===== src/rtl/fifo_unloader_if.sv =====
// Handshake and bus bundle between the FIFO read side, the unloader and the downstream sink.
interface fifo_unloader_if #(
  parameter int unsigned WIDTH = 8,
  parameter int unsigned J     = 4
);
  logic                 en;
  logic                 empty;
  logic [WIDTH*J-1:0]   par_in;
  logic                 rd_en;
  logic [WIDTH-1:0]     ser_out;
  logic                 ser_valid;
  logic                 ser_ready;
  logic                 ser_last;
  logic                 busy;

  // Unloader side: consumes FIFO flags/data and the sink's ready, drives pop and stream.
  modport master (
    input  en, empty, par_in, ser_ready,
    output rd_en, ser_out, ser_valid, ser_last, busy
  );

  // Environment side: FIFO plus downstream sink.
  modport slave (
    output en, empty, par_in, ser_ready,
    input  rd_en, ser_out, ser_valid, ser_last, busy
  );
endinterface


===== src/rtl/fifo_unloader.sv =====
// Pops J-word groups from the parallel FIFO and streams them one word per handshake,
// lowest slice first, reloading on the last handshake so groups run back-to-back.
module fifo_unloader #(
  parameter int unsigned WIDTH = 8,
  parameter int unsigned J     = 4
) (
  input  logic            clk,
  input  logic            rst,
  fifo_unloader_if.master bus
);
  localparam int unsigned     CBIT = (J > 1) ? $clog2(J) : 1;
  localparam int unsigned     SW   = WIDTH * J;
  localparam logic [CBIT-1:0] LAST = CBIT'(J - 1);

  typedef enum logic {
    IDLE  = 1'b0,
    SHIFT = 1'b1
  } state_e;

  state_e          state_q, state_d;
  logic [SW-1:0]   sreg_q, sreg_d;
  logic [CBIT-1:0] cnt_q, cnt_d;
  logic            valid_q;
  logic            last_q;
  logic            hs_c;
  logic            load_c;

  // A word leaves on a handshake; a new group is popped when idle or on the final handshake.
  assign hs_c   = valid_q & bus.ser_ready;
  assign load_c = bus.en & ~bus.empty & ((state_q == IDLE) | (hs_c & (cnt_q == LAST)));

  // Next-state: load wins over the end-of-group return to IDLE.
  always_comb begin
    state_d = state_q;
    sreg_d  = sreg_q;
    cnt_d   = cnt_q;
    if (load_c) begin
      sreg_d  = bus.par_in;
      cnt_d   = '0;
      state_d = SHIFT;
    end else if (hs_c) begin
      if (cnt_q == LAST) begin
        state_d = IDLE;
      end else begin
        sreg_d = sreg_q >> WIDTH;
        cnt_d  = cnt_q + CBIT'(1);
      end
    end
  end

  // State and registered stream flags; reset discards any partial group.
  always_ff @(posedge clk or negedge rst) begin
    if (!rst) begin
      state_q <= IDLE;
      sreg_q  <= '0;
      cnt_q   <= '0;
      valid_q <= 1'b0;
      last_q  <= 1'b0;
    end else begin
      state_q <= state_d;
      sreg_q  <= sreg_d;
      cnt_q   <= cnt_d;
      valid_q <= (state_d == SHIFT);
      last_q  <= (state_d == SHIFT) && (cnt_d == LAST);
    end
  end

  // Pop strobe is combinational so the FIFO pointer advances on the loading edge.
  assign bus.rd_en     = rst & load_c;
  assign bus.ser_out   = sreg_q[WIDTH-1:0];
  assign bus.ser_valid = valid_q;
  assign bus.ser_last  = last_q;
  assign bus.busy      = valid_q;
endmodule

===== src/flat_wrapper.sv =====
// flat-port wrapper written by rule: the top's interface ports become plain ports
module fifo_unloader_flat 
#(
  parameter int unsigned WIDTH = 8,
  parameter int unsigned J     = 4
)
  (clk, rst, bus_en, bus_empty, bus_par_in, bus_ser_ready, bus_rd_en, bus_ser_out, bus_ser_valid, bus_ser_last, bus_busy);
  fifo_unloader_if #(.WIDTH(WIDTH), .J(J)) bus_i ();
  input  logic clk;
  input  logic rst;
  input wire logic [$bits(bus_i.en)-1:0] bus_en;
  input wire logic [$bits(bus_i.empty)-1:0] bus_empty;
  input wire logic [$bits(bus_i.par_in)-1:0] bus_par_in;
  input wire logic [$bits(bus_i.ser_ready)-1:0] bus_ser_ready;
  output wire logic [$bits(bus_i.rd_en)-1:0] bus_rd_en;
  output wire logic [$bits(bus_i.ser_out)-1:0] bus_ser_out;
  output wire logic [$bits(bus_i.ser_valid)-1:0] bus_ser_valid;
  output wire logic [$bits(bus_i.ser_last)-1:0] bus_ser_last;
  output wire logic [$bits(bus_i.busy)-1:0] bus_busy;
  assign bus_i.en = bus_en;
  assign bus_i.empty = bus_empty;
  assign bus_i.par_in = bus_par_in;
  assign bus_i.ser_ready = bus_ser_ready;
  assign bus_rd_en = bus_i.rd_en;
  assign bus_ser_out = bus_i.ser_out;
  assign bus_ser_valid = bus_i.ser_valid;
  assign bus_ser_last = bus_i.ser_last;
  assign bus_busy = bus_i.busy;
  fifo_unloader #(.WIDTH(WIDTH), .J(J)) u_core (.clk(clk), .rst(rst), .bus(bus_i));
endmodule

===== config.mk =====
export PLATFORM = sky130hd
export DESIGN_NAME = fifo_unloader_flat
export DESIGN_NICKNAME = d
export VERILOG_FILES = /design/src/rtl/fifo_unloader_if.sv /design/src/rtl/fifo_unloader.sv /design/src/flat_wrapper.sv
export SDC_FILE = /design/constraint.sdc
export NUM_CORES = 1
export LEC_CHECK = 0
export CAP_MARGIN = 15
export CORE_ASPECT_RATIO = 0.75
export CORE_MARGIN = 4
export CORE_UTILIZATION = 51
export DETAILED_ROUTE_END_ITERATION = 7
export PLACE_DENSITY = 0.82
export SLEW_MARGIN = 30
export SYNTH_ARGS = -nofsm -noshare
export SYNTH_HDL_FRONTEND = slang
export SYNTH_SLANG_ARGS = --single-unit
export TNS_END_PERCENT = 100

===== constraint.sdc =====
create_clock -name clk -period 2.6 [get_ports clk]
set_input_delay 0.52 -clock clk [delete_from_list [all_inputs] [get_ports clk]]
set_output_delay 0.52 -clock clk [all_outputs]
set_load 0.1 [all_outputs]

==> flow_summary.json, run 1 <==
{
  "rows": 18,
  "drv_cap": 0,
  "hold_buffers": 0,
  "grt_first_pass_wirelength_um": 5780,
  "cts_buffer_depth": 2,
  "place_congestion": 0.757,
  "power_density_mw_per_mm2": 1250,
  "p_sw_share_pct": 47.3,
  "vias": 1326,
  "drtAntennaViolNets": 0,
  "cp.required_ps": 2080,
  "antenna_cells": 0,
  "ys_seq_area_share_pct": 51.7,
  "first_pass_iters": 5,
  "portBuffers": 48,
  "cts_buffers": 5,
  "postCtsSetupRepairBufs": 0,
  "rsz0062_at_grt": "no",
  "final_layout_size_suffix_gt1_share_pct": 15.8,
  "root_buffer": "clkbuf_8",
  "synth_cells": 162,
  "synth_area_sq_mm": 0.00174,
  "ir_drop_mv": 0.686,
  "end_kind": "output pin",
  "setup_tns_ps": 0,
  "p_leak_nw": 1.13,
  "status": "complete, no violations",
  "grt_usage_pct": 17.7,
  "multi_input_area_sq_um": 499,
  "slew_headroom_pct": 58.4,
  "syn_nets": 199,
  "worstReg2RegEnd": "u_core.sreg_q[4]",
  "cts_resized": 0,
  "tightestPinTransition_ps": 623,
  "start_util_pct": 53.0,
  "clock_power_share_pct": 14.4,
  "postPlaceCellArea_sq_mm": 0.00211,
  "placeableCoreArea_sq_mm": 0.00329,
  "post-route-util_pct": 67.0,
  "design_area_sq_mm": 0.00220,
  "n_fill_cell": 261,
  "clkTransAtPathRegs_ps": 70,
  "max_clock_freq_mhz": 430,
  "worstRegToRegCells": 3,
  "drtIter0Drc": 170,
  "rrSetupSlack_ps": 940,
  "io_pins": 49,
  "setup_violations": 0,
  "met3_usage_pct": 5.80,
  "tritoncts": "yes",
  "die_area_sq_mm": 0.00443,
  "start_kind": "primary input",
  "wirelength_um": 3590,
  "grtUsageMet2_pct": 28.2,
  "h-tree-depth": 2,
  "top_usage_layer": "met2",
  "syn2layout_area_growth_pct": 26.5,
  "ys_warn_count": 0,
  "die_h_um": 58.6,
  "clkSinkCount": 36,
  "fin_crit_ps": 2330,
  "p_switching_w": 0.00131,
  "clock_skew_ps": 1.90,
  "grt_overflow": 0,
  "post-dp-hpwl_um": 2570,
  "use_met1_pct": 21.6,
  "fin_crit_sh_pct": 89.5,
  "combinationalPowerShare_pct": 51.5,
  "clock_latency_ps": 280,
  "internal_power_w": 0.00146,
  "finalHoldViolCount": 0,
  "regArea_sq_um": 901,
  "viasPerCell": 5.48,
  "drt-wirelength-per-cell_um": 14.8,
  "antenna_found_initial": 0,
  "synth_cell_types": 24,
  "r2r-start": "u_core.cnt_q[0]",
  "first_global_vias": 1295,
  "grt_max_degree": 37,
  "final_common_cell": "inv_1",
  "maxSlewViolCount": 0,
  "path_class": "primary input to output pin",
  "worstPathArrival_ps": 1810,
  "hold_class": "primary input to async pin",
  "synth_seq_cells": 36,
  "drcViolationCount": 0,
  "fin_nets": 238,
  "seqPwrFrac_pct": 34.1,
  "cp_max_fo": 6,
  "final_cell_mix": "49 x inv_1, 36 x dfrtp_1, 35 x clkdlybuf4s50_1, 16 x a222oi_1, 14 x buf_4",
  "dieWidth_um": 75.5,
  "synth_area_per_cell_sq_um": 10.8
}
-- power groups by stage --
stage | registers [W] | logic, W | clock network, W
after floorplan | 0.00101 | 0.00119 | 0
after global placement | 0.000934 | 0.00139 | 0
after detailed placement | 0.000952 | 0.00142 | 0
after CTS | 0.000942 | 0.00143 | 0.000414
after global routing | 0.000973 | 0.00151 | 0.000435
final | 0.000943 | 0.00142 | 0.000398
-- final cells by class --
type	count	share of cell area, %
flip-flops and latches	36	40.9
multi-input cells	58	22.6
repair buffers	51	21.8
inverters	49	8.34
clock buffers	8	4.09
well taps	40	2.27
-- per-layer routing --
layer  vias to the layer above  part of all wire (%)
li1                        629                     -
met1                       638                    41
met2                        53                    49
met3                         6                   9.3
met4                         0                   1.4
met5                         -                     0
-- cell usage after synthesis --
cell type / n / area, sq um
a22o_1: 8 / 70.1
buf_2: 2 / 10.0
inv_1: 49 / 184
nor3_1: 9 / 45.0
a222oi_1: 16 / 160
a22o_4: 1 / 17.5
nand2b_1: 1 / 6.26
a21bo_1: 1 / 10.0
nor2_1: 1 / 3.75
buf_6: 6 / 67.6
nand2_1: 3 / 11.3
a21oi_2: 1 / 8.76
and2_1: 2 / 12.5
nor2_2: 1 / 6.26
a221oi_1: 2 / 17.5
dfrtp_1: 36 / 901
and3_1: 1 / 6.26
buf_4: 11 / 82.6
xor2_1: 1 / 8.76
nand3_1: 1 / 5.00
a221oi_2: 6 / 90.1
nor3b_1: 1 / 7.51
a21oi_1: 1 / 5.00
a31oi_1: 1 / 6.26
-- kinds of logic after synthesis --
family,Yosys count,synth area share [%]
flip-flops,36,51.7
AND/OR/NAND/NOR,20,5.96
buffers and inverters,68,19.7
XOR/XNOR,1,0.503
AO/OA/AOI/OAI,37,22.1
-- worst max-delay path, cell delays in order --
cell	delay (ps)
clkdlybuf4s50_1	590
nand3_1	160
a21oi_2	180
and2_2	180
buf_12	170
-- through the flow --
| stage | cells | setup slack, ps | hold WS (ps) | power, W |
|---|---|---|---|---|
| 2_1_floorplan | 162 | 110 | 224 | 0.00221 |
| 5_1_grt | 242 | 184 | 325 | 0.00292 |
| 3_5_place_dp | 234 | 284 | 490 | 0.00237 |
| 6_report | 242 | 272 | 279 | 0.00276 |
| 4_1_cts | 242 | 274 | 297 | 0.00278 |
| 3_3_place_gp | 234 | 317 | 491 | 0.00232 |
-- how the worst max path moves through the flow --
stage	start	end
after floorplan	u_core.state_q	bus_rd_en
after global placement	bus_ser_ready	bus_rd_en
after detailed placement	bus_ser_ready	bus_rd_en
after CTS	bus_ser_ready	bus_rd_en
after global routing	bus_ser_ready	bus_rd_en
final	bus_ser_ready	bus_rd_en
-- flip-flops by register name, indices dropped and copies added, names as in the netlist --
signal,flops
u_core.bus.ser_last,1
u_core.cnt_q,2
u_core.sreg_q,32
u_core.state_q,1
Power figures use the tool's default switching activity.
==> inputs of run 2 (changes only) <==
--- a/config.mk
+++ b/config.mk
@@ -10,6 +10,7 @@
 export CORE_MARGIN = 4
 export CORE_UTILIZATION = 51
 export DETAILED_ROUTE_END_ITERATION = 7
+export GPL_TIMING_DRIVEN = 0
 export PLACE_DENSITY = 0.82
 export SLEW_MARGIN = 30
 export SYNTH_ARGS = -nofsm -noshare
==> flow_summary.json, run 2 (synthesized netlist as in run 1, its figures left out) <==
{
  "end_kind": "output pin",
  "drtIter0Drc": 196,
  "drtAntennaViolNets": 0,
  "viasPerCell": 5.48,
  "wirelength_um": 4190,
  "post-route-util_pct": 73.2,
  "io_pins": 49,
  "wl_met1_um": 1630,
  "h-tree-depth": 2,
  "die_h_um": 58.6,
  "cp.required_ps": 2080,
  "start_kind": "flop",
  "clock_latency_ps": 290,
  "postPlaceCellArea_sq_mm": 0.00229,
  "syn2layout_area_growth_pct": 38.1,
  "slew_headroom_pct": 34.8,
  "fin_crit_sh_pct": 93.8,
  "vias": 1419,
  "fin_nets": 255,
  "grt_first_pass_wirelength_um": 6470,
  "hold_buffers": 0,
  "portBuffers": 47,
  "crit_path_max_incr_delay_ps": 1120,
  "finalHoldViolCount": 0,
  "clock_skew_ps": 5.25,
  "die_area_sq_mm": 0.00443,
  "wl_met2_um": 2080,
  "power_density_mw_per_mm2": 1290,
  "grt_overflow": 0,
  "cp_max_fo": 3,
  "n_fill_cell": 232,
  "hold_class": "primary input to async pin",
  "path_class": "flop to output pin",
  "fin_crit_ps": 2440,
  "place_congestion": 0.756,
  "status": "complete, no violations",
  "root_buffer": "clkbuf_8",
  "clkTransAtPathRegs_ps": 70,
  "drt-wirelength-per-cell_um": 16.2,
  "grt_max_degree": 25,
  "setup_ws_ps": 160,
  "wl_met3_um": 418,
  "final_common_cell": "inv_1",
  "timing.hold.ws_ps": 122,
  "first_global_vias": 1433,
  "tritoncts": "yes",
  "top_layer_used": "met4",
  "antenna_cells": 0,
  "worst_path_max_delay_cell": "clkdlybuf4s50_1",
  "cts_buffers": 5,
  "p_leak_nw": 1.23,
  "start_util_pct": 53.0,
  "place_ws_ps": -937,
  "drcViolationCount": 0,
  "crit_chain": "buf_4, clkdlybuf4s50_1",
  "grt_usage_pct": 19.9,
  "regMostFlops": "u_core.sreg_q",
  "worstPathArrival_ps": 1920,
  "cts_buffer_depth": 2,
  "largest_reg_flops": 32,
  "final_cell_mix": "49 x inv_1, 45 x clkdlybuf4s50_1, 36 x dfrtp_1, 16 x a222oi_1, 13 x buf_4",
  "drv_cap": 0,
  "setup_violations": 0,
  "post-dp-hpwl_um": 3040,
  "ir_drop_mv": 0.654,
  "first_pass_iters": 4,
  "rows": 18,
  "final_layout_size_suffix_gt1_share_pct": 18.3,
  "placeableCoreArea_sq_mm": 0.00329,
  "design_area_sq_mm": 0.00241,
  "maxSlewViolCount": 0,
  "reg.largest.list": "u_core.sreg_q (32), u_core.cnt_q (2)",
  "total_power_w": 0.00310,
  "antenna_found_initial": 0,
  "clkSinkCount": 36,
  "rsz0062_at_grt": "no",
  "tightestPinTransition_ps": 974,
  "dieWidth_um": 75.5,
  "max_clock_freq_mhz": 410
}
-- run 2: worst paths after layout --
kind | from | to | slack [ps] | cells after the start
setup reg to reg | u_core.cnt_q[0] | u_core.sreg_q[15] | 1030 | 5
min in group clk | u_core.sreg_q[27] | u_core.sreg_q[27] | 510 | 1
setup / recovery | u_core.state_q | bus_ser_valid | 160 | 2
hold / removal | rst | u_core.cnt_q[1] | 120 | 1
hold reg to reg | u_core.sreg_q[27] | u_core.sreg_q[27] | 510 | 1
max in group asynchronous | rst | u_core.state_q | 2050 | 2
-- run 2: power breakdown --
part	leakage (nW)	internal, W	total (W)	switching, W
clock network	0.0552	0.000284	0.000484	0.000200
logic	0.758	0.000607	0.00168	0.00107
registers	0.413	0.000810	0.000937	0.000127
-- run 2: repair_timing --
item	CTS	global route
setup buffers	1	0
gates resized for setup	7	0
endpoints found under the setup margin	1	0
-- run 2: metrics by stage --
stage / TNS [ps] / std cells
final: 0 / 259
after floorplan: 0 / 162
after CTS: 0 / 259
after global placement: -1520 / 249
after global routing: 0 / 259
after detailed placement: -937 / 250
-- run 2: worst max-delay path, delay by kind of cell, from the launching register on --
family | cells | cell delay, ps
buf+inv | 2 | 1240
flops | 1 | 390
-- run 2: area by class of cell --
cell class              count  area [sq um]  share of cell area (%)
multi-input cells          58           507                    21.0
plain buffers              19           160                    6.65
repair buffers             49           498                    20.7
inverters                  49           184                    7.64
well taps                  40          50.0                    2.08
clock inverters             2          35.0                    1.46
clock buffers               6          72.6                    3.01
flip-flops and latches     36           901                    37.4
-- run 2: per-layer routing --
layer	track usage (%)	up-vias
li1	-	657
met5	0	-
met2	34.4	67
met1	23.1	687
met4	5.74	0
met3	7.51	8
==> inputs of run 3 (changes only) <==
--- a/config.mk
+++ b/config.mk
@@ -8,10 +8,10 @@
 export CAP_MARGIN = 15
 export CORE_ASPECT_RATIO = 0.75
 export CORE_MARGIN = 4
-export CORE_UTILIZATION = 51
+export CORE_UTILIZATION = 47
 export DETAILED_ROUTE_END_ITERATION = 7
 export GPL_TIMING_DRIVEN = 0
-export PLACE_DENSITY = 0.82
+export PLACE_DENSITY = 0.77
 export SLEW_MARGIN = 30
 export SYNTH_ARGS = -nofsm -noshare
 export SYNTH_HDL_FRONTEND = slang
==> constraint.sdc (replaced) <==
create_clock -name clk -period 2.3 [get_ports clk]
set_input_delay 0.46 -clock clk [delete_from_list [all_inputs] [get_ports clk]]
set_output_delay 0.46 -clock clk [all_outputs]
set_load 0.1 [all_outputs]
==> flow_summary.json, run 3 (synthesized netlist as in run 1, its figures left out) <==
{
  "worstRegToRegCells": 5,
  "rows": 18,
  "n_fill_cell": 261,
  "max_clock_freq_mhz": 443,
  "start_kind": "primary input",
  "grt_max_degree": 20,
  "post-route-util_pct": 70.1,
  "cp_max_fo": 10,
  "tritoncts": "yes",
  "start_util_pct": 50.9,
  "drt-wirelength-per-cell_um": 15.0,
  "final_layout_size_suffix_gt1_share_pct": 19.2,
  "grt_overflow": 0,
  "cp.required_ps": 1840,
  "portBuffers": 47,
  "die_h_um": 60.7,
  "antenna_cells": 0,
  "fin_crit_sh_pct": 98.1,
  "setup_violations": 0,
  "worstPathArrival_ps": 1800,
  "end_kind": "output pin",
  "r2r-start": "u_core.cnt_q[0]",
  "path_delay_family": "buffers and inverters",
  "maxSlewViolCount": 0,
  "antenna_found_initial": 0,
  "slew_headroom_pct": 35.6,
  "die_area_sq_mm": 0.00476,
  "crit_chain": "clkdlybuf4s50_1, nand2b_1, a21oi_4, buf_4, and2_2, buf_6",
  "grt_first_pass_wirelength_um": 6560,
  "drv_cap": 0,
  "clkSinkCount": 36,
  "fin_crit_ps": 2260,
  "viasPerCell": 5.14,
  "p_leak_nw": 1.23,
  "final_common_cell": "inv_1",
  "drcViolationCount": 0,
  "worstReg2RegEnd": "u_core.sreg_q[8]",
  "root_buffer": "clkbuf_8",
  "reg.largest.list": "u_core.sreg_q (32), u_core.cnt_q (2)",
  "h-tree-depth": 2,
  "power_density_mw_per_mm2": 1400,
  "cts_buffers": 5,
  "dieWidth_um": 78.3,
  "clock_skew_ps": 5.91,
  "tightestPinTransition_ps": 962,
  "path_class": "primary input to output pin",
  "hold_class": "primary input to async pin",
  "multi_input_area_sq_um": 507,
  "clkTransAtPathRegs_ps": 70,
  "wirelength_um": 4030,
  "syn2layout_area_growth_pct": 37.8,
  "io_pins": 49,
  "largest_reg_flops": 32,
  "ir_drop_mv": 0.780,
  "timing.hold.ws_ps": 101,
  "setup_tns_ps": 0,
  "worst_path_max_delay_cell": "clkdlybuf4s50_1",
  "cts_buffer_depth": 2,
  "grt_usage_pct": 18.2,
  "rsz0062_at_grt": "no",
  "clock_latency_ps": 290,
  "finalHoldViolCount": 0,
  "crit_path_max_incr_delay_ps": 390,
  "fin_nets": 255,
  "first_global_vias": 1392,
  "drtIter0Drc": 193,
  "cp.buffers_inverters": 3,
  "regArea_sq_um": 902,
  "rrSetupSlack_ps": 720,
  "regMostFlops": "u_core.sreg_q",
  "final_cell_mix": "49 x inv_1, 35 x clkdlybuf4s50_1, 35 x dfrtp_1, 16 x a222oi_1, 12 x buf_4",
  "hold_buffers": 0,
  "first_pass_iters": 5,
  "placeableCoreArea_sq_mm": 0.00342,
  "place_congestion": 0.792,
  "status": "complete, no violations",
  "vias": 1383,
  "post-dp-hpwl_um": 3030,
  "drtAntennaViolNets": 0
}
run 3: cell types whose count changed in the layout (fill, tap and decap cells not counted), sizes merged:
cell and change:
clkdlybuf4s50 -10, dlygate4sd2 +9, bufinv -1, clkinv +1
dlymetal6s2s +1
run 3: repair_timing:
action / CTS / global route
resized for setup: 17 / 1
buffers inserted: 1 / 0
setup endpoints to repair: 10 / 1
run 3: how the worst max path moves through the flow:
stage              startpoint   endpoint  slack (ps)  depth (start not counted)
2_1_floorplan  u_core.state_q  bus_rd_en          90                          4
3_3_place_gp              rst  bus_rd_en       -1680                          3
3_5_place_dp        bus_empty  bus_rd_en       -1100                          6
4_1_cts        u_core.state_q   bus_busy          10                          1
5_1_grt             bus_empty  bus_rd_en           6                          6
6_report            bus_empty  bus_rd_en          40                          6
run 3: layout make-up:
type | instances | share of cell area (%)
repair buffers | 49 | 20.5
flip-flops and latches | 36 | 37.6
clock buffers | 6 | 3.44
clock inverters | 2 | 0.417
well taps | 50 | 2.61
plain buffers | 19 | 6.67
multi-input cells | 58 | 21.1
inverters | 49 | 7.66
run 3: where the power goes:
part	internal (W)	switching [W]	leakage (nW)
logic	0.000640	0.00120	0.763
clock network	0.000239	0.000228	0.0510
registers	0.000917	0.000135	0.412
total	0.00180	0.00156	1.23
run 3: per-layer routing:
layer  up-vias  GRT usage [%]  wire, um
met5         -              0         0
met4         0           6.73        55
met3         7           6.68       339
li1        663              -         -
met2        54           29.3      1920
met1       659           23.1      1720
run 3: stage by stage:
stage	cells	total power, W	area [sq um]	worst slack (ps)
after floorplan	162	0.00250	1750	86.3
after global placement	259	0.00287	2280	-1680
after detailed placement	260	0.00294	2300	-1100
after CTS	269	0.00338	2400	13.5
after global routing	269	0.00355	2400	5.88
final	269	0.00336	2400	42.6
run 3: worst reg2reg max path, cell delays in order (launching register included):
cell and delay (ps):
dfrtp_1 450, nand3_1 200, a21oi_4 80, buf_4 170, buf_2 190, a222oi_1 380
==> variant 1: new RTL, flow settings as in run 3 <==
`J` is set to 4 in 3 places; all go to 2.
--- a/src/rtl/fifo_unloader_if.sv
+++ b/src/rtl/fifo_unloader_if.sv
@@ -3,3 +3,3 @@
   parameter int unsigned WIDTH = 8,
-  parameter int unsigned J     = 4
+  parameter int unsigned J     = 2
 );
--- a/src/rtl/fifo_unloader.sv
+++ b/src/rtl/fifo_unloader.sv
@@ -4,3 +4,3 @@
   parameter int unsigned WIDTH = 8,
-  parameter int unsigned J     = 4
+  parameter int unsigned J     = 2
 ) (
--- a/src/flat_wrapper.sv
+++ b/src/flat_wrapper.sv
@@ -4,3 +4,3 @@
   parameter int unsigned WIDTH = 8,
-  parameter int unsigned J     = 4
+  parameter int unsigned J     = 2
 )
Interface: changed (resized bus_par_in); port bits go from 49 to 33. No check against the original RTL was run, so the function may have changed too.
==> variant 1 against run 3 <==
Synthesized area down 48%. Maximum frequency up 1.4%. Worst setup slack gained 31 ps. Routed wire length down 50%. Clock power shrank 64%. First-iteration DRC count is 89% lower. Total power decreased by 50%. Cell area fell by 47%. Combinational power decreased by 45%. Sequential power shrank 51%. Synthesized cell count fell by 46%. Sequential cell count is 17 lower. Critical path type is now flop to output pin. Highest routed layer is now met3.
==> variant 1: results (changes against run 3) <==
Synthesis
  • Sequential area share after synthesis: 52.2% (was 51.7%)
  • Top post-synthesis cells by area: dfrtp_1, buf_4, o221a_1, o221a_2, nand3_1 (was dfrtp_1, inv_1, a222oi_1, a221oi_2, buf_4)
  • Most instantiated cells after synthesis: dfrtp_1, buf_4, nand2_1 (was inv_1, dfrtp_1, a222oi_1)
  • Post-Syn Nets: 108 (was 199)
  • Yosys cell types: 21 (was 24)

STA
  • Slew @ Worst Pin: 962 ps (about the same)
  • Clock skew: 0.896 ps (was 5.91 ps)

GRT
  • Vias in the first global route: 766 (was 1,392)
  • GRT Overall Usage: 17.3% (was 18.2%)

Worst setup path
  • Crit-path max FO: 1 (was 10)
  • WP data arrival: 1770 ps (was 1800 ps)
  • Max incr delay on CP: 1120 ps (was 390 ps)

Clock tree
  • H-tree level count: 1 (was 2)
  • Clock slew at reported path FFs: 110 ps (was 70 ps)
  • CTS Root Cell: clkbuf_4 (was clkbuf_8)
  • TritonCTS buffer count: 3 (was 5)

Routing
  • Initial drt markers: 21 (was 193)
  • Vias/cell: 5.35 (was 5.14)
  • Pre-antenna DRT Iters: 4 (was 5)
  • Wire per inst: 14.0 um (was 15.0 um)

Placement
  • Placer Congestion: 0.727 (was 0.792)
  • Place WS: -1190 ps (was -1100 ps)

Run status
  • Status: finished clean (unchanged)

Cells and area
  • Largest register FFs: 16 (was 32)
  • Share of cells above drive strength 1: 27.6% (was 19.2%)
  • Nets: 145 (was 255)

Pwr
  • VDD IR max: 1.03 mV (was 0.780 mV)
## variant 1: path summary, 6_finish.rpt
check / start / to / slack, ps / cells past startpoint
max: u_core.bus.ser_last$_DFF_PN0_ / bus_ser_last / 70 / 1
min: rst / u_core.sreg_q[3]$_DFFE_PN0P_ / 80 / 1
max reg2reg: u_core.cnt_q$_DFF_PN0_ / u_core.sreg_q[0]$_DFFE_PN0P_ / 950 / 4
min reg2reg: u_core.sreg_q[9]$_DFFE_PN0P_ / u_core.sreg_q[9]$_DFFE_PN0P_ / 520 / 2
max in group asynchronous: rst / u_core.state_q$_DFF_PN0_ / 1890 / 1
min in group clk: u_core.sreg_q[9]$_DFFE_PN0P_ / u_core.sreg_q[9]$_DFFE_PN0P_ / 520 / 2
## variant 1: cells by family after synthesis
kind of cell | after synthesis | share of synthesized area, %
simple gates | 35 | 20.3
compound gates | 19 | 16.9
flops | 19 | 52.2
buf+inv | 13 | 9.61
xor+xnor | 1 | 0.962
## variant 1: area by class of cell
| cell class | instances | area (sq um) |
|---|---|---|
| Multi-Input combinational cell | 55 | 349 |
| Buffer | 13 | 87.6 |
| Sequential cell | 19 | 477 |
| Clock buffer | 3 | 22.5 |
| Clock inverter | 1 | 5.00 |
| Tap cell | 22 | 27.5 |
| Fill cell | 142 | 514 |
| Timing Repair Buffer | 32 | 307 |
## variant 1: per-stage QoR
stage          area [sq um]  instances  hold slack, ps  TNS, ps
3_5_place_dp           1260        141             504    -1190
2_1_floorplan           913         87             164        0
6_report               1270        145            84.9        0
4_1_cts                1280        145             366        0
5_1_grt                1270        145             103        0
3_3_place_gp           1260        141             500    -1180
## variant 1: timing repair
action,in CTS,in global routing
endpoints found under the setup margin,11,0
buffers inserted,0,0
gates resized for setup,21,0
hold endpoints to repair,0,0
## variant 1: metal layers
metal	track usage (%)	part of all wire, %	vias up
li1	-	-	368
met1	22.9	43	376
met2	29.7	49	32
met3	5.04	8.2	0
met4	1.36	0	0
met5	0	0	-
## variant 1: report_power, final
| group | leakage (nW) | total, mW | internal [mW] | switching (mW) |
|---|---|---|---|---|
| clock network | 0.0177 | 0.169 | 0.0648 | 0.104 |
| logic | 0.309 | 1.01 | 0.287 | 0.718 |
| registers | 0.225 | 0.516 | 0.447 | 0.0690 |
==> variant 2: new RTL, settings of run 3 <==
Made on the original files. Make the reset (`rst`) synchronous in one clocked block.
--- a/src/rtl/fifo_unloader.sv
+++ b/src/rtl/fifo_unloader.sv
@@ -51,3 +51,3 @@
   // State and registered stream flags; reset discards any partial group.
-  always_ff @(posedge clk or negedge rst) begin
+  always_ff @(posedge clk) begin
     if (!rst) begin
Behaviour: differs if rst is asserted again (counterexample within 4 cycles, from zero or initial values and one cycle with rst low); with rst held inactive, the same outputs for 10 cycles.
==> variant 2 against run 3 <==
Critical path type is now flop to output pin. Worst setup slack gained 34 ps. Sequential cell count unchanged. Routed wire length up 36%. Synthesized area is 17% higher. Worst hold slack better by 380 ps. Critical path depth down 5. Cell area rose by 13%.
Power is not compared: it rests on default switching activity, and its combinational part moved more than twofold at a synthesized area within 25%.
==> variant 2: results (changes against run 3) <==
Synthesis
  • Sequential area share after synthesis: 35.3% (was 51.7%)
  • Yosys cell types: 25 (was 24)
  • Most instantiated cells after synthesis: dfxtp_1, o21ai_0, a211oi_1, inv_1, nor3_1 (was inv_1, dfrtp_1, a222oi_1)
  • Post-synth ARST share: 0% (was 100%)
  • Top post-synthesis cells by area: dfxtp_1, a2111oi_2, a211oi_1, o21ai_0, nor3_1 (was dfrtp_1, inv_1, a222oi_1, a221oi_2, buf_4)
  • Post-Syn Nets: 276 (was 199)

GRT
  • GRT Overall Usage: 20.9% (was 18.2%)
  • Vias in the first global route: 1,926 (was 1,392)
  • First-pass GRT wire length: 9260 um (was 6560 um)
  • Largest net degree at the start of global routing: 17 (was 20)

Cells and area
  • Share of cells above drive strength 1: 20.5% (was 19.2%)

Worst setup path
  • WP data arrival: 1760 ps (was 1800 ps)
  • Crit-path max FO: 3 (was 10)
  • R2r setup slk: 760 ps (was 720 ps)
  • Max incr delay on CP: 1120 ps (was 390 ps)

STA
  • Slew @ Worst Pin: 962 ps (about the same)
  • Clock skew: 3.88 ps (was 5.91 ps)
  • Hold slack: 482 ps (was 101 ps)

Placement
  • Post-DP HPWL: 3950 um (was 3030 um)
  • Cell Area, Placed: 0.00260 sq mm (was 0.00230 sq mm)
  • Placer Congestion: 0.827 (was 0.792)
  • Place WS: -1190 ps (was -1100 ps)

Routing
  • Initial drt markers: 123 (was 193)
  • Wire per inst: 15.7 um (was 15.0 um)
  • WL final: 5480 um (was 4030 um)

Worst hold path
  • Worst Hold Class: flop to flop (was input pin to asynchronous set/reset pin)

Clock tree
  • Post-CTS Setup Bufs: 0 (was 1)

Run status
  • Status: finished clean (unchanged)
==> variant 2: cells by family (layout without fill, tap and decap cells) <==
family	count (synthesis)	after routing	synth area share, %
flip-flops	36	36	35.3
AND/OR/NAND/NOR	48	48	12.3
AO/OA/AOI/OAI	95	95	37.3
XOR/XNOR	1	1	0.429
buffers and inverters	59	113	14.7
==> variant 2: layer usage <==
metal	up-vias	GRT usage (%)	share of wire [%]
met3	12	4.32	7.6
met1	945	29.1	48
met5	-	0	0
met2	82	31.9	43
met4	0	7.63	1.7
li1	977	-	-
==> variant 2: layout make-up <==
class	count	area, sq um
Timing Repair Buffer	47	459
Multi-Input combinational cell	144	1030
Clock buffer	7	96.3
Clock inverter	1	30.0
Fill cell	372	1420
Sequential cell	36	724
Tap cell	55	68.8
Buffer	33	208
Inverter	25	93.8
==> variant 2: power breakdown <==
| part | internal, mW | switching (mW) |
|---|---|---|
| clock | 0.383 | 0.244 |
| combinational | 0.171 | 0.280 |
| sequential | 0.674 | 0.0375 |
| total | 1.23 | 0.561 |
==> variant 2: final timing paths <==
| kind | from | cells after the start | to |
|---|---|---|---|
| min | u_core.sreg_q[29]$_SDFFE_PN0P_ | 2 | u_core.sreg_q[29]$_SDFFE_PN0P_ |
| max reg2reg | u_core.state_q$_SDFF_PN0_ | 5 | u_core.sreg_q[23]$_SDFFE_PN0P_ |
| max | u_core.state_q$_SDFF_PN0_ | 1 | bus_busy |
| min reg2reg | u_core.sreg_q[29]$_SDFFE_PN0P_ | 2 | u_core.sreg_q[29]$_SDFFE_PN0P_ |
==> variant 2: what timing repair did <==
item	in CTS	in global routing
hold buffers	0	0
endpoints found under the hold margin	0	0
gates resized for setup	19	1
setup endpoints to repair	10	1
